<file path="src/rtl/aes_cp_sequencer.sv">
// rtl/aes_cp_sequencer.sv - bus-master sequencer driving the aes256 coprocessor register port
// Purpose: accepts one 128-bit block request, programs the coprocessor (optional reset,
//   nonce and key reload, data push, run), waits for its interrupt, reads back four result
//   words and returns them as one response. A missing interrupt aborts with rsp_err=1.
// Ports:
//   clock, rst_n                      clock (rising edge), asynchronous active-low reset
//   req_valid/req_ready/req_data      request handshake and block (word0 = [31:0])
//   req_load_key, key, nonce          key+nonce reload request and values, sampled at accept
//   rsp_valid/rsp_ready/rsp_data      response handshake and block (word0 = [31:0])
//   rsp_err                           response is a timeout abort, rsp_data = 0
//   cp_addr/cp_wdata/cp_we/cp_rdata   coprocessor register port (outputs registered)
//   cp_int                            coprocessor block-done interrupt
//   busy                              sequencer not idle
module aes_cp_sequencer #(
  parameter int TIMEOUT = 1024,
  parameter int CNT_W   = 11
) (
  input  logic         clock,
  input  logic         rst_n,
  input  logic         req_valid,
  output logic         req_ready,
  input  logic [127:0] req_data,
  input  logic         req_load_key,
  input  logic [255:0] key,
  input  logic [127:0] nonce,
  output logic         rsp_valid,
  input  logic         rsp_ready,
  output logic [127:0] rsp_data,
  output logic         rsp_err,
  output logic [3:0]   cp_addr,
  output logic [31:0]  cp_wdata,
  output logic         cp_we,
  input  logic [31:0]  cp_rdata,
  input  logic         cp_int,
  output logic         busy
);

  typedef enum logic [3:0] {
    S_IDLE, S_CP_RST, S_NONCE, S_KEY, S_PUSH, S_RUN, S_WAIT_INT, S_READ, S_RESP, S_ABORT
  } state_t;

  state_t           state, state_d;
  logic [2:0]       idx, idx_d;
  logic [CNT_W-1:0] cnt, cnt_d;
  logic             key_loaded, key_loaded_d;
  logic [127:0]     data_q, nonce_q, rdata_q;
  logic [255:0]     key_q;
  logic [3:0]       addr_d;
  logic [31:0]      wdata_d;
  logic             we_d;
  logic             accept;
  logic [127:0]     blk;

  // req_ready is held low while reset is asserted even though state is already IDLE.
  assign req_ready = rst_n && (state == S_IDLE);
  assign accept    = req_ready && req_valid;
  assign busy      = (state != S_IDLE);
  assign rsp_valid = (state == S_RESP) || (state == S_ABORT);
  assign rsp_err   = (state == S_ABORT);
  assign rsp_data  = (state == S_RESP) ? rdata_q : 128'h0;

  // PUSH can follow accept directly, so its first word must come from the live input.
  assign blk = accept ? req_data : data_q;

  always_comb begin
    state_d      = state;
    key_loaded_d = key_loaded;
    cnt_d        = '0;
    case (state)
      S_IDLE:     if (accept) state_d = (req_load_key || !key_loaded) ? S_CP_RST : S_PUSH;
      S_CP_RST:   if (idx == 3'd1) state_d = S_NONCE;
      S_NONCE:    if (idx == 3'd3) state_d = S_KEY;
      S_KEY: begin
        if (idx == 3'd7) begin
          state_d      = S_PUSH;
          key_loaded_d = 1'b1;
        end
      end
      S_PUSH:     if (idx == 3'd3) state_d = S_RUN;
      S_RUN:      state_d = S_WAIT_INT;
      S_WAIT_INT: begin
        // cnt holds the number of wait cycles already completed before this one.
        if (cp_int)                             state_d = S_READ;
        else if (cnt == CNT_W'(TIMEOUT - 1))    state_d = S_ABORT;
        else cnt_d = (cnt == {CNT_W{1'b1}}) ? cnt : cnt + 1'b1;
      end
      S_READ:     if (idx == 3'd3) state_d = S_RESP;
      S_RESP:     if (rsp_ready) state_d = S_IDLE;
      S_ABORT: begin
        key_loaded_d = 1'b0;
        if (rsp_ready) state_d = S_IDLE;
      end
      default:    state_d = S_IDLE;
    endcase

    idx_d = (state_d == state) ? idx + 3'd1 : 3'd0;

    // Register-port values are decoded from the next state so they line up with it.
    we_d    = 1'b0;
    addr_d  = 4'd0;
    wdata_d = 32'h0;
    case (state_d)
      S_CP_RST: begin
        we_d    = 1'b1;
        wdata_d = (idx_d == 3'd0) ? 32'h2 : 32'h0;
      end
      S_NONCE: begin
        we_d    = 1'b1;
        addr_d  = 4'd1 + {1'b0, idx_d};
        wdata_d = nonce_q[{idx_d[1:0], 5'd0} +: 32];
      end
      S_KEY: begin
        we_d    = 1'b1;
        addr_d  = 4'd5 + {1'b0, idx_d};
        wdata_d = key_q[{idx_d, 5'd0} +: 32];
      end
      S_PUSH: begin
        we_d    = 1'b1;
        addr_d  = 4'd13;
        wdata_d = blk[{idx_d[1:0], 5'd0} +: 32];
      end
      S_RUN: begin
        we_d    = 1'b1;
        wdata_d = 32'h1;
      end
      S_READ:  addr_d = 4'd14;
      default: ;
    endcase
  end

  always_ff @(posedge clock or negedge rst_n) begin
    if (!rst_n) begin
      state      <= S_IDLE;
      idx        <= 3'd0;
      cnt        <= '0;
      key_loaded <= 1'b0;
      cp_addr    <= 4'd0;
      cp_wdata   <= 32'h0;
      cp_we      <= 1'b0;
      data_q     <= 128'h0;
      nonce_q    <= 128'h0;
      key_q      <= 256'h0;
      rdata_q    <= 128'h0;
    end else begin
      state      <= state_d;
      idx        <= idx_d;
      cnt        <= cnt_d;
      key_loaded <= key_loaded_d;
      cp_addr    <= addr_d;
      cp_wdata   <= wdata_d;
      cp_we      <= we_d;
      if (accept) begin
        data_q  <= req_data;
        nonce_q <= nonce;
        key_q   <= key;
      end
      // The coprocessor pops one result word per clock while addr 14 is presented.
      if (state == S_READ) rdata_q[{idx[1:0], 5'd0} +: 32] <= cp_rdata;
    end
  end

endmodule
</file>
<file path="config.mk">
export PLATFORM = sky130hd
export DESIGN_NAME = aes_cp_sequencer
export DESIGN_NICKNAME = d
export VERILOG_FILES = /design/src/rtl/aes_cp_sequencer.sv
export SDC_FILE = /design/constraint.sdc
export NUM_CORES = 2
export LEC_CHECK = 0
export BUFFER_PORTS_ARGS = -buffer_cell sky130_fd_sc_hd__buf_2
export CAP_MARGIN = 0
export CELL_PAD_IN_SITES_DETAIL_PLACEMENT = 0
export CELL_PAD_IN_SITES_GLOBAL_PLACEMENT = 2
export CORE_MARGIN = 2
export CORE_UTILIZATION = 29
export DETAILED_ROUTE_END_ITERATION = 10
export HOLD_SLACK_MARGIN = 0.08
export MAX_ROUTING_LAYER = met4
export PLACE_DENSITY_LB_ADDON = 0.1
export SLEW_MARGIN = 10
export SYNTH_ARGS = -nofsm -noshare
export SYNTH_HDL_FRONTEND = slang
export SYNTH_SLANG_ARGS = --single-unit
</file>
<file path="constraint.sdc">
create_clock -name clock -period 3.5 [get_ports clock]
set_input_delay 0.175 -clock clock [delete_from_list [all_inputs] [get_ports clock]]
set_output_delay 0.175 -clock clock [all_outputs]
set_load 0.01 [all_outputs]
</file>
Yosys cells after proc, flatten, opt, wreduce, memory -nomap -nowiden
Cells that the tools add are included.
{"block": "word_totals", "reg_bits": 696, "input_bits": 550, "out_inout_bits": 169, "wordCells": 81}
{"block": "classes", "addsub": 5, "eq_ne": 23, "shifts": 5, "mux": 25, "n_reduce_logical": 12}
{"op": "$mux 128", "n": 2}
{"op": "$shiftx 128x8->32", "n": 2}
{"op": "$shiftx 256x9->32", "n": 1}
{"op": "$pmux 32 s5", "n": 1}
{"op": "$bwmux 128", "n": 1}
{"op": "$shift 32x9->128 const A", "n": 1}
{"op": "$shiftx 32x9->128", "n": 1}
{"op": "$mux 11", "n": 4}
{"op": "$mux 4", "n": 9}
{"op": "$pmux 4 s9", "n": 1}
{"op": "$eq 4x3->1 const B", "n": 7}
{"op": "$eq 4x2->1 const B", "n": 4}
{"op": "$pmux 4 s4", "n": 1}
{"op": "$add 11x1->11 const B", "n": 1}
{"op": "$eq 11x10->1 const B", "n": 1}
{"op": "$eq 11x11->1 const B", "n": 1}
{"op": "$neg 7->9", "n": 1}
{"op": "$eq 4x1->1 const B", "n": 2}
{"op": "$eq 4x4->1 const B", "n": 2}
{"op": "$mux 3", "n": 2}
{"op": "$reduce_or 5->1", "n": 1}
{"op": "$add 1x3->4 const A", "n": 1}
{"op": "$add 3x3->4 const A", "n": 1}
{"op": "$eq 4x4->1", "n": 1}
{"op": "18 further kinds", "n": 21}

Longest topological paths before layout
{"block": "depth", "ltp_word": 10, "mapped_depth": 14}

Worst setup path before layout
OpenSTA, ideal clock, no wires.
{"block": "synth_timing", "path_type": "register to register", "start": "register idx[0]", "end": "register cp_wdata[18]", "setup_ns": 0.126, "arrival_time_ns": 3.168, "required_time_ns": 3.374, "path_slack_ns": 0.206, "stages_incl_launch_ff": 14, "synth_period_minus_slack_ns": 3.294, "path_cell_list": "dfrtp_1 > ha_1 > ha_1 > and3_1 > o22ai_1 > nor4b_1 > a31oi_4 > or3_1 > buf_6 > inv_2 > buf_6 > mux2_2 > o211a_1 > o32a_1"}
{"block": "synth_between", "elab_chain_len": 7}
{"element": "from (decl)", "line_no": "43", "source": "logic [2:0] idx, idx_d;"}
{"element": "from (signal assigned)", "line_no": "146", "source": "idx <= idx_d;"}
{"element": "$eq 3x2->1, or another cell as far along", "line_no": "72, 79, 87"}
{"element": "$mux 4 (on tied branches)"}
{"element": "$pmux 4 s9", "line_no": "69", "source": "case (state)"}
{"element": "$eq 4x4->1", "line_no": "96", "source": "idx_d = (state_d == state) ? idx + 3'd1 : 3'd0;"}
{"element": "$mux 3", "line_no": "96"}
{"element": "$shiftx 256x9->32, or another cell as far along", "line_no": "115", "source": "wdata_d = key_q[{idx_d, 5'd0} +: 32];"}
{"element": "$pmux 32 s5 *", "line_no": "102", "source": "case (state_d)"}
{"element": "via wdata_d[18]", "line_no": "49", "source": "logic [31:0] wdata_d;"}
{"element": "to (signal assigned)", "line_no": "150", "source": "cp_wdata <= wdata_d;"}
{"element": "to (decl)", "line_no": "31", "source": "output logic [31:0] cp_wdata,"}
The timed path passes the listed nets; every way through them passes the cells marked *.
A chain may end at the register's enable or synchronous reset.

Worst setup path in the final report
{"block": "layout_timing", "start": "register idx[1]", "end": "register cp_wdata[23]"}
The elaborated chain is that of the path after synthesis.

==> impl_results.md <==
* Area of the die at 112,000 sq um
* Largest family of logic cells by synthesized area: multiplexers
* Met2 Track Usage GR at 39.2%
* Row Count at 121
* Fin. Hold Viols at 0
* Cell taking the most area after synthesis: dfrtp_1
* Share of cells above drive strength 1 at 42.6%
* Synth Area per Inst at 12.6 sq um
* Most Crowded Layer GR: met2
* Leak Pwr at 21.1 nW
* Max Cap Violations at 0
* Drc violations at 0
* Clock Sinks at 696
* CP Class: reg2reg
* DRT Pass-1 Iters at 5
* Placed cell area at 38,200 sq um
* Area share of the leading cell type in the synthesized netlist at 54.9%
* Worst min path class: in2async
* Initial Utilization at 29.2%
* Post-synthesis register bit count at 696
* Worst-path fanout max at 36
* Vias in the first global route at 28.0k
* Synth Flop Type: dfrtp_1
* Final wirelength at 124,000 um
* Outcome: completed
* Simple-gate area share of the yosys netlist at 7.96%
* Initial DRC Count at 1,073
* Detailed placement HPWL at 90,500 um
* Top post-synthesis cells by count: dfrtp_1, mux2_2, nand2_1
* Setup TNS at 0 ns
* WP data arrival at 3.97 ns
* IO Pins at 719
* Cell Chain, Critical Path: buf_4 > inv_1 > ha_2 > nand2b_1 > a32oi_2 > nor4b_4 > mux2i_2 > nor3_2 > buf_4 > buf_12 > mux2_2 > o22ai_1 > or3_1
* Root buffer cell: clkbuf_16
* Met3 GRT Util at 4.72%
* Cell Pwr Density at 818 nW/um^2
* Post-Synthesis Cell Area at 31,700 sq um
* Routed Antenna Nets at 0
* Final design utilization at 43.1%
* TritonCTS Buffers at 85
* Delay of the slowest critical-path stage at 0.41 ns
* Adder-cell share of the synthesized area at 0.434%
* Chip width at 335 um
* CTS clk-pin slew, worst paths at 0.06 ns
* Max_slew headroom at 28.4%
* Final Cell Area at 46,900 sq um
* TritonCTS clock tree: done
* Yosys warnings at 0
* Synth cell types at 60
* Nets at 4,453
* Die height at 335 um
* Fin crit share at 97.0%
* Final GP Congestion at 0.845
* CP Launch Type: flop
* Maximum number of pins on one net before global-route repair at 165
* Global-route wire length before repair at 181,000 um
* Htree depth at 3
* Least-Margin Pin Slew at 1.07 ns
* Via count at 25.2k
* Final max-slew violation count at 0
* Final setup violating endpoints at 0
* Area Overhead vs Synth at 47.8%
* Total track usage at 22.3%
* Initial antenna violation count at 42
* Number of synthesized flops with an enable pin at 0
* Final Critical Period at 3.39 ns
* Syn nets at 3,076
* Synth Area in Compound Gates at 6.20%
* Count leader, synth: dfrtp_1
* RSZ-0062 raised after global routing: false
* # fillers at 10.3k
* Total gr overflow at 0
* Core Footprint at 109,000 sq um
* Port Buf Inserts at 718
* WL/cell at 22.9 um
* XOR/XNOR share of the synthesized area at 0.193%
* Worst path slowest cell: dfrtp_1
* Top cells by area, synth: dfrtp_1, mux2_2, mux2i_1, nand2_1, and2_1
* Syn Inst Count at 2,515
* Worst Skew at 0.0225 ns
* Via density at 4.66
* Clock latency on the worst-skew pair at 0.65 ns
* CP endpoint kind: flop
* Met1 Usage GRT at 24.2%
* Mux contribution to synthesized area at 27.5%
* Maximum clock frequency at 0.295 GHz
* Crit-path most repeated cell: buf_4
* Asr flop ratio synth at 100%
* Longest Clk Path Bufs at 3
* CP Data Required Time at 4.07 ns
* Post-synthesis sequential area ratio at 54.9%
* Worst vdd ir at 425 uV
## critical path, delay by kind of cell, from the launching register on
family | cells | cell delay, ns
adder cells (fa/ha/maj) | 1 | 0.20
multiplexers | 2 | 0.54
AND/OR/NAND/NOR | 4 | 0.80
flip-flops | 1 | 0.41
buffers and inverters | 4 | 0.73
AO/OA/AOI/OAI | 2 | 0.63
## final timing paths
check | startpoint | endpoint | slack, ns | depth (start not counted)
max | idx[1] | cp_wdata[23] | 0.11 | 13
min | rst_n | rdata_q[90] | 0.28 | 3
max reg2reg | idx[1] | cp_wdata[23] | 0.11 | 13
min reg2reg | rdata_q[39] | rdata_q[39] | 0.47 | 2
max in group asynchronous | rst_n | rdata_q[99] | 1.39 | 5
min in group clock | key[211] | key_q[211] | 0.29 | 3
## power by group
group / total [mW] / switching [mW] / internal, mW
combinational: 15.4 / 7.33 / 8.03
sequential: 13.9 / 1.94 / 11.9
clock: 9.14 / 3.58 / 5.56
total: 38.4 / 12.8 / 25.5
## sequential cells by signal, indices dropped and copies added, names as in the netlist
name and count:
cnt 11, cp_addr 4, cp_wdata 32, cp_we 1, data_q 128, idx 3
key_loaded 1, key_q 256, nonce_q 128, rdata_q 128, state 4
## per-layer routing
| metal | vias up | wire [um] | share of wire, % |
|---|---|---|---|
| met5 | - | 0 | 0 |
| met4 | 0 | 5660 | 4.6 |
| met3 | 233 | 6780 | 5.5 |
| met2 | 697 | 64100 | 52 |
| met1 | 12600 | 47600 | 38 |
| li1 | 11700 | - | - |
## per-stage QoR
stage | worst slack (ns) | instances | power [mW] | hold WS (ns)
finish | 0.106 | 5414 | 38.4 | 0.278
global route | 0.00157 | 5413 | 40.9 | 0.266
CTS | 0.0106 | 5363 | 38.9 | 0.231
detailed placement | -0.0834 | 4662 | 28.9 | 0.388
global placement | -0.194 | 4662 | 28.6 | 0.356
floorplan | 0.206 | 2515 | 22.7 | -0.121
## what timing repair did
item	in CTS	in global routing
endpoints found under the hold margin	685	0
cloned	0	2
setup buffers	1	7
pin swaps	1	2
hold buffers	547	0
gates resized for setup	10	19
setup endpoints to repair	15	32
## kinds of logic (layout without fill, tap and decap cells)
kind of cell	after synthesis	in the layout
fa+ha+maj	11	11
compound gates	292	292
flops	696	696
simple gates	521	521
buf+inv	189	1632
other cells	0	42
mux	799	799
xor+xnor	7	7
## placed cells by master, fill, tap and decap left out, types with 4 or more instances in the layout
cell type and count:
nand2_1 276, clkbuf_16 91, buf_2 717, nor2b_1 7, clkbuf_8 15, clkinv_2 9
nand2_2 5, inv_1 9, dlygate4sd3_1 547, buf_12 34, nor3_1 5, or3_1 30
clkbuf_1 27, o22ai_1 55, o21ai_0 135, a221oi_2 19, a211oi_1 32, dfrtp_1 695
diode_2 42, a221oi_1 10, a21oi_1 5, bufinv_16 8, nor3_2 6, mux2i_1 220
nand3_1 9, buf_4 162, xnor2_1 4, mux2_2 575, and2_1 131, nand2b_1 5
o22ai_2 6, ha_1 7, nor2_1 21
## cell type report
cell class / instances / area [sq um] / share of cell area (%)
flip-flops and latches: 696 / 17400 / 37.1
clock inverters: 22 / 343 / 0.731
multi-input cells: 1630 / 13600 / 29.0
clock buffers: 131 / 2530 / 5.41
well taps: 1414 / 1770 / 3.77
diodes: 42 / 105 / 0.224
inverters: 13 / 51.3 / 0.109
repair buffers: 1466 / 11100 / 23.6
Power figures use the tool's default switching activity.
